--- src/rtl/btn_conditioner_pkg.sv ---
// Shared constants for the button conditioner: debounce default, long-press
// multiplier and button indices.
package btn_conditioner_pkg;

    localparam int unsigned DEFAULT_DB_CYCLES = 16;
    localparam int unsigned HOLD_MULT         = 4;
    localparam int unsigned NUM_BTNS          = 3;

    typedef enum int unsigned {
        RUN  = 0,
        CLR  = 1,
        MODE = 2
    } btn_idx_e;

endpackage

--- src/rtl/btn_debounce.sv ---
// One push-button channel: two-flop synchronizer, stability counter,
// accepted level and a registered one-cycle press (0->1) pulse.
module btn_debounce
    import btn_conditioner_pkg::*;
#(
    parameter int unsigned DB_CYCLES = DEFAULT_DB_CYCLES
) (
    input  logic clk,
    input  logic rst_n,
    input  logic raw,
    output logic level,
    output logic press
);

    localparam int unsigned CW = $clog2(DB_CYCLES);

    logic [1:0]    sync;
    logic [CW-1:0] cnt;
    logic          sample;

    assign sample = sync[1];

    always_ff @(posedge clk or negedge rst_n) begin
        if (!rst_n) begin
            sync  <= '0;
            cnt   <= '0;
            level <= 1'b0;
            press <= 1'b0;
        end else begin
            sync  <= {sync[0], raw};
            press <= 1'b0;
            if (sample == level) begin
                // any return to the accepted level drops partial progress
                cnt <= '0;
            end else if (cnt == CW'(DB_CYCLES - 1)) begin
                level <= sample;
                cnt   <= '0;
                press <= sample;
            end else begin
                cnt <= cnt + CW'(1);
            end
        end
    end

endmodule

--- src/rtl/btn_conditioner.sv ---
// Run/clear/style conditioner for a downstream counter. Optional macro
// BTN_COND_HOLD_CLR_EN turns CLR into a long-press (HOLD_MULT*DB_CYCLES) action.
module btn_conditioner
    import btn_conditioner_pkg::*;
#(
    parameter int unsigned DB_CYCLES = DEFAULT_DB_CYCLES
) (
    input  logic CLK,
    input  logic RST_N,
    input  logic BTN_RUN,
    input  logic BTN_CLR,
    input  logic BTN_MODE,
    output logic EN,
    output logic RST,
    output logic STYLE
);

    logic [NUM_BTNS-1:0] level;
    logic [NUM_BTNS-1:0] press;
    logic                clr_evt;
    logic                unused_sig;

    btn_debounce #(.DB_CYCLES(DB_CYCLES)) u_run (
        .clk   (CLK),
        .rst_n (RST_N),
        .raw   (BTN_RUN),
        .level (level[RUN]),
        .press (press[RUN])
    );

    btn_debounce #(.DB_CYCLES(DB_CYCLES)) u_clr (
        .clk   (CLK),
        .rst_n (RST_N),
        .raw   (BTN_CLR),
        .level (level[CLR]),
        .press (press[CLR])
    );

    btn_debounce #(.DB_CYCLES(DB_CYCLES)) u_mode (
        .clk   (CLK),
        .rst_n (RST_N),
        .raw   (BTN_MODE),
        .level (level[MODE]),
        .press (press[MODE])
    );

    assign unused_sig = ^{level, press};

`ifdef BTN_COND_HOLD_CLR_EN
    localparam int unsigned HOLD_CYCLES = HOLD_MULT * DB_CYCLES;
    localparam int unsigned HW          = $clog2(HOLD_CYCLES);

    logic [HW-1:0] hold_cnt;
    logic          hold_done;

    // counts edges with the debounced CLR level high; fires once per hold
    always_ff @(posedge CLK or negedge RST_N) begin
        if (!RST_N) begin
            hold_cnt  <= '0;
            hold_done <= 1'b0;
            clr_evt   <= 1'b0;
        end else if (!level[CLR]) begin
            hold_cnt  <= '0;
            hold_done <= 1'b0;
            clr_evt   <= 1'b0;
        end else begin
            clr_evt <= 1'b0;
            if (!hold_done) begin
                if (hold_cnt == HW'(HOLD_CYCLES - 1)) begin
                    hold_done <= 1'b1;
                    clr_evt   <= 1'b1;
                end else begin
                    hold_cnt <= hold_cnt + HW'(1);
                end
            end
        end
    end
`else
    assign clr_evt = press[CLR];
`endif

    always_ff @(posedge CLK or negedge RST_N) begin
        if (!RST_N) begin
            EN    <= 1'b0;
            RST   <= 1'b0;
            STYLE <= 1'b0;
        end else begin
            RST <= clr_evt;
            if (clr_evt) begin
                EN <= 1'b0;
            end else if (press[RUN]) begin
                EN <= ~EN;
            end
            if (press[MODE]) begin
                STYLE <= ~STYLE;
            end
        end
    end

endmodule

--- config.mk ---
export PLATFORM = sky130hd
export DESIGN_NAME = btn_conditioner
export DESIGN_NICKNAME = d
export VERILOG_FILES = /design/src/rtl/btn_conditioner_pkg.sv /design/src/rtl/btn_debounce.sv /design/src/rtl/btn_conditioner.sv
export SDC_FILE = /design/constraint.sdc
export NUM_CORES = 1
export LEC_CHECK = 0
export ABC_AREA = 1
export CAP_MARGIN = 20
export CORE_UTILIZATION = 55
export DETAILED_ROUTE_END_ITERATION = 6
export PLACE_DENSITY_LB_ADDON = 0.15
export RECOVER_POWER = 25
export SYNTH_ARGS = -nofsm -noshare
export SYNTH_HDL_FRONTEND = slang
export SYNTH_HIERARCHICAL = 1
export SYNTH_SLANG_ARGS = --single-unit
export TNS_END_PERCENT = 30
--- constraint.sdc ---
create_clock -name CLK -period 1.1 [get_ports CLK]
set_input_delay 0.22 -clock CLK [delete_from_list [all_inputs] [get_ports CLK]]
set_output_delay 0.22 -clock CLK [all_outputs]
set_load 0.02 [all_outputs]
# After elaboration in Yosys (flattened, before gate mapping)
# Cells that the tools add are included.
# W data, S select, Z words.
# op_classes
n_addsub,3
eq_ne,6
n_mux,14
bitwise_logic,5
reduce_logical,4
# ops
cell,n
$mux W4,6
$add A4 B1 Y4 const B,3
$eq A4 B4 Y1 const B,3
$mux W1,8
$reduce_and A2 Y1,3
$not A1 Y1,5
$eq A1 B1 Y1,3
$reduce_bool A2 Y1,1
# totals
register_bits,27
inputBits,5
output_inout_bits,3
elab_cells,47

# Logic depth before layout (Yosys ltp)
# depth
word_depth,3
mapped_depth,5
mapped_depth_nobuf,5

# Cells and area by module
# The synthesis kept the hierarchy.
# modules_own_cells
mod,n_inst,cells_each,area_each_um2
btn_debounce,3,33,321.6
btn_conditioner,1,12,108.9

# Worst setup path before layout
# No wires, ideal clock.
# synth_path
kind,reg-to-reg
startpoint,register u_clr.cnt[0]
endpoint,register u_clr.level
arrival_time_ps,854
slack_ps,120
stages_incl_launch_ff,6
cell_sequence,dfrtp_1 -> ha_1 -> nand3_2 -> inv_2 -> nand2_2 -> o21ai_0
# synth_between
elab_chain_cells,2
# synth_lines
element,line_no,text
"start, declared",btn_debounce.sv:18,logic [CW-1:0] cnt;
"start signal, assigned",btn_debounce.sv:40,cnt <= cnt + CW'(1);
$eq A4 B4 Y1,btn_debounce.sv:35,end else if (cnt == CW'(DB_CYCLES - 1)) begin
$reduce_and A2 Y1 (no source line),--,
"end signal, assigned",btn_debounce.sv:36,level <= sample;
"end, declared",btn_debounce.sv:11,"output logic level,"
# Every way passes these cells.
# A chain may end at the register's enable or synchronous reset.

# Worst setup path after layout
# layout_path
startpoint,register EN
endpoint,output EN
# layout_rtl
element,line_no,text
"start, declared",btn_conditioner.sv:13,"output logic EN,"
"start signal, assigned",btn_conditioner.sv:92,EN <= ~EN;
# No word-level cell between the ends.

==> summary.md <==
| Metric | Value |
|---|---|
| Setup slack at placement | `-57.3 ps` |
| Commonest non-fill, non-tap cell in the layout | `dfrtp_1` |
| Worst hold-check path type | `in -> reg` |
| Seq/Total Area, Yosys | `0.629` |
| Largest fanout on the critical path | `2` |
| Multi-input gate area | `between 300 and 400 um^2` |
| Setup WS post-layout | `7.65 ps` |
| CP Capture Type | `output pin` |
| Post-route ant nets | `0` |
| Placer Congestion | `0.755` |
| DRC | `0` |
| Core box area | `about 1800 um^2` |
| Combinational power share | `0.064` |
| Avg Inst Size Synth | `between 9 and 10 um^2` |
| Initial antenna violation count | `0` |
| Worst vdd ir | `0.000818 V` |
| Layout Nets | `between 100 and 150` |
| Area growth from synthesis to layout | `15.3%` |
| FF/Latch Area | `676 um^2` |
| CTS clk-pin slew, worst paths | `approximately 140 ps` |
| Port Buffers | `7` |
| Postcts setup bufs | `0` |
| Clk pwr share | `0.259` |
| Initial Util | `0.602` |
| Antenna diode count | `0` |
| Largest delay share family, worst path | `flip-flops` |
| Largest net degree at the start of global routing | `28` |
| Final WL | `approximately 1500 um` |
| GRT Overall Usage | `0.158` |
| Hold_buf cts | `0` |
| Crit path time final | `1090 ps` |
| Yosys synthesis warning count | `6` |
| Hold Vio Cnt, Final | `0` |
| Pwr per Cell Area | `1270 nW/um^2` |
| Placed cell areas | `1210 um^2` |
| CP required | `880 ps` |
| Die W | `~46 um` |
| Yosys reg bits | `27` |
| Cell row count | `15` |
| Post-Syn Nets | `119` |
| Path type of the worst setup path | `reg -> out` |
| Worst Path Buf+Inv | `1` |
| P_sw | `roughly 370 uW` |
| Part of the power in registers | `0.677` |
| Share of the synthesized area in the top cell type | `0.629` |
| TritonCTS clock tree | `yes` |
| Final setup viols | `0` |
| Setup TNS Final | `0 ps` |
| Cells after Synth | `roughly 110` |
| First drt pass iteration count | `4` |
| Synth top area cells | `dfrtp_1 63%, nand2_1 7.3%, nor2_1 6.6%` |
| Commonest cells after routing, fill and taps aside | `27 x dfrtp_1, 21 x nand2_1, 19 x nor2_1` |
| I/O pins | `8` |
| Max-Slew Margin vs Limit | `0.586` |
| Worst Tran Pin Value | `about 620 ps` |
| Vias in the first global route | `around 610` |
| DRT iter0 DRCs | `5` |
| Internal | `1210 uW` |
| Full die area | `2130 um^2` |
| Ordered cell list for the critical path | `buf_6` |
| CTS sink cnt | `27` |
| Syn Std Cell Area | `1070 um^2` |
| Longest Clk Path Bufs | `2` |
| Netlist cell types | `12` |
| DIE HEIGHT | `46.2 um` |
| Clock Skews | `8.46 ps` |
| Final HPWL DP | `~1100 um` |
| Critical path arrival | `870 ps` |
| WL/cell | `about 10 um` |
| Post-Layout Inst Area | `~1200 um^2` |
| Max-cap check violation count | `0` |
| FMAX | `915 MHz` |
| Vias per inst | `about 5` |
| Run status | `completed` |
| Pleak | `0.000639 uW` |
| Final Max Tran Viols | `0` |
| RSZ-0062 raised after global routing | `true` |
| First-pass GRT wire length | `2350 um` |
| TritonCTS buffer count | `3` |
| Slowest CP cell | `dfrtp_1` |
| CTS Root Cell | `clkbuf_4` |
| Via count | `741` |
| Final period util | `0.993` |
| Share of post-route cells with drive strength above 1 | `0.200` |
| H-tree levels | `1` |
| Sw Ratio | `0.233` |
| Startpoint Class | `register` |
| Grt ovf | `0` |
| Fill count | `144` |
| Cell taking the most area after synthesis | `dfrtp_1` |
| Worst-Skew Late Latency | `320 ps` |
| Total chip power | `1580 uW` |
| Largest stage delay on the critical path | `420 ps` |
==> final cells by class <==
type | instances | share of cell area
sequential | 27 | 0.546
multi-input combinational | 67 | 0.284
timing repair buffer | 10 | 0.0708
inverter | 17 | 0.0516
tap | 25 | 0.0253
clock buffer | 3 | 0.0182
clock inverter | 1 | 0.00404
==> state kept, by name (all words and copies together) (netlist names) <==
register and count:
u_run/press 1, u_mode/press 1, u_mode/sync 2, STYLE 1, u_clr/level 1, u_clr/sync 2
u_run/cnt 4, RST 1, u_clr/cnt 4, u_run/level 1, u_clr/press 1, u_mode/cnt 4
u_mode/level 1, EN 1, u_run/sync 2
==> path summary, 6_finish.rpt <==
check / to / start / cells after the start / slack, ps
max in group asynchronous: u_mode/cnt[2]$_DFF_PN0_ / RST_N / 2 / 260
min in group asynchronous: STYLE$_DFFE_PN0P_ / RST_N / 2 / 430
worst max-delay path: EN / EN$_DFFE_PN0P_ / 1 / 8
worst min-delay path: u_clr/sync[0]$_DFF_PN0_ / BTN_CLR / 1 / 320
worst min register to register: u_mode/sync[1]$_DFF_PN0_ / u_mode/sync[0]$_DFF_PN0_ / 0 / 370
worst max register to register: u_mode/level$_DFFE_PN0P_ / u_mode/cnt[0]$_DFF_PN0_ / 5 / 50
==> cells by family (layout without fill, tap and decap cells) <==
| family | Yosys count | count (layout) | synth area share |
|---|---|---|---|
| simple gates | 61 | 61 | 0.262 |
| flops | 27 | 27 | 0.629 |
| buf+inv | 17 | 31 | 0.0594 |
| fa+ha+maj | 3 | 3 | 0.0350 |
| compound gates | 3 | 3 | 0.0140 |
==> what timing repair did <==
item                       CTS  global route
setup endpoints to repair    3             6
pin swaps                    0             1
gates resized for setup     12             8
==> power by group through the flow <==
| stage | clock network, uW | registers (uW) | logic (uW) |
|---|---|---|---|
| after global routing | 455 | 1070 | 121 |
| after detailed placement | 0 | 1080 | 105 |
| final | 409 | 1070 | 100 |
| after floorplan | 0 | 1080 | 55.1 |
| after global placement | 0 | 1080 | 103 |
| after CTS | 432 | 1060 | 106 |
==> metal layers <==
metal  global-route usage  part of all wire
met5                    0                 0
met4               0.0706            0.0039
met3               0.0235             0.027
met2                0.259              0.49
met1                0.208              0.48
==> synth_stat cells, drive strengths merged <==
master   n
dfrtp   27
ha       3
inv     17
nand2   24
nand3   12
nand4    3
nor2    22
o21ai    3
==> metrics by stage <==
step | instances | hold WS (ps) | utilization
after detailed placement | 146 | 341 | 0.679
after global routing | 150 | 307 | 0.694
after CTS | 150 | 230 | 0.686
after global placement | 146 | 333 | 0.679
after floorplan | 111 | -75.6 | -
final | 150 | 319 | 0.694
(Power assumes the default switching activity.)
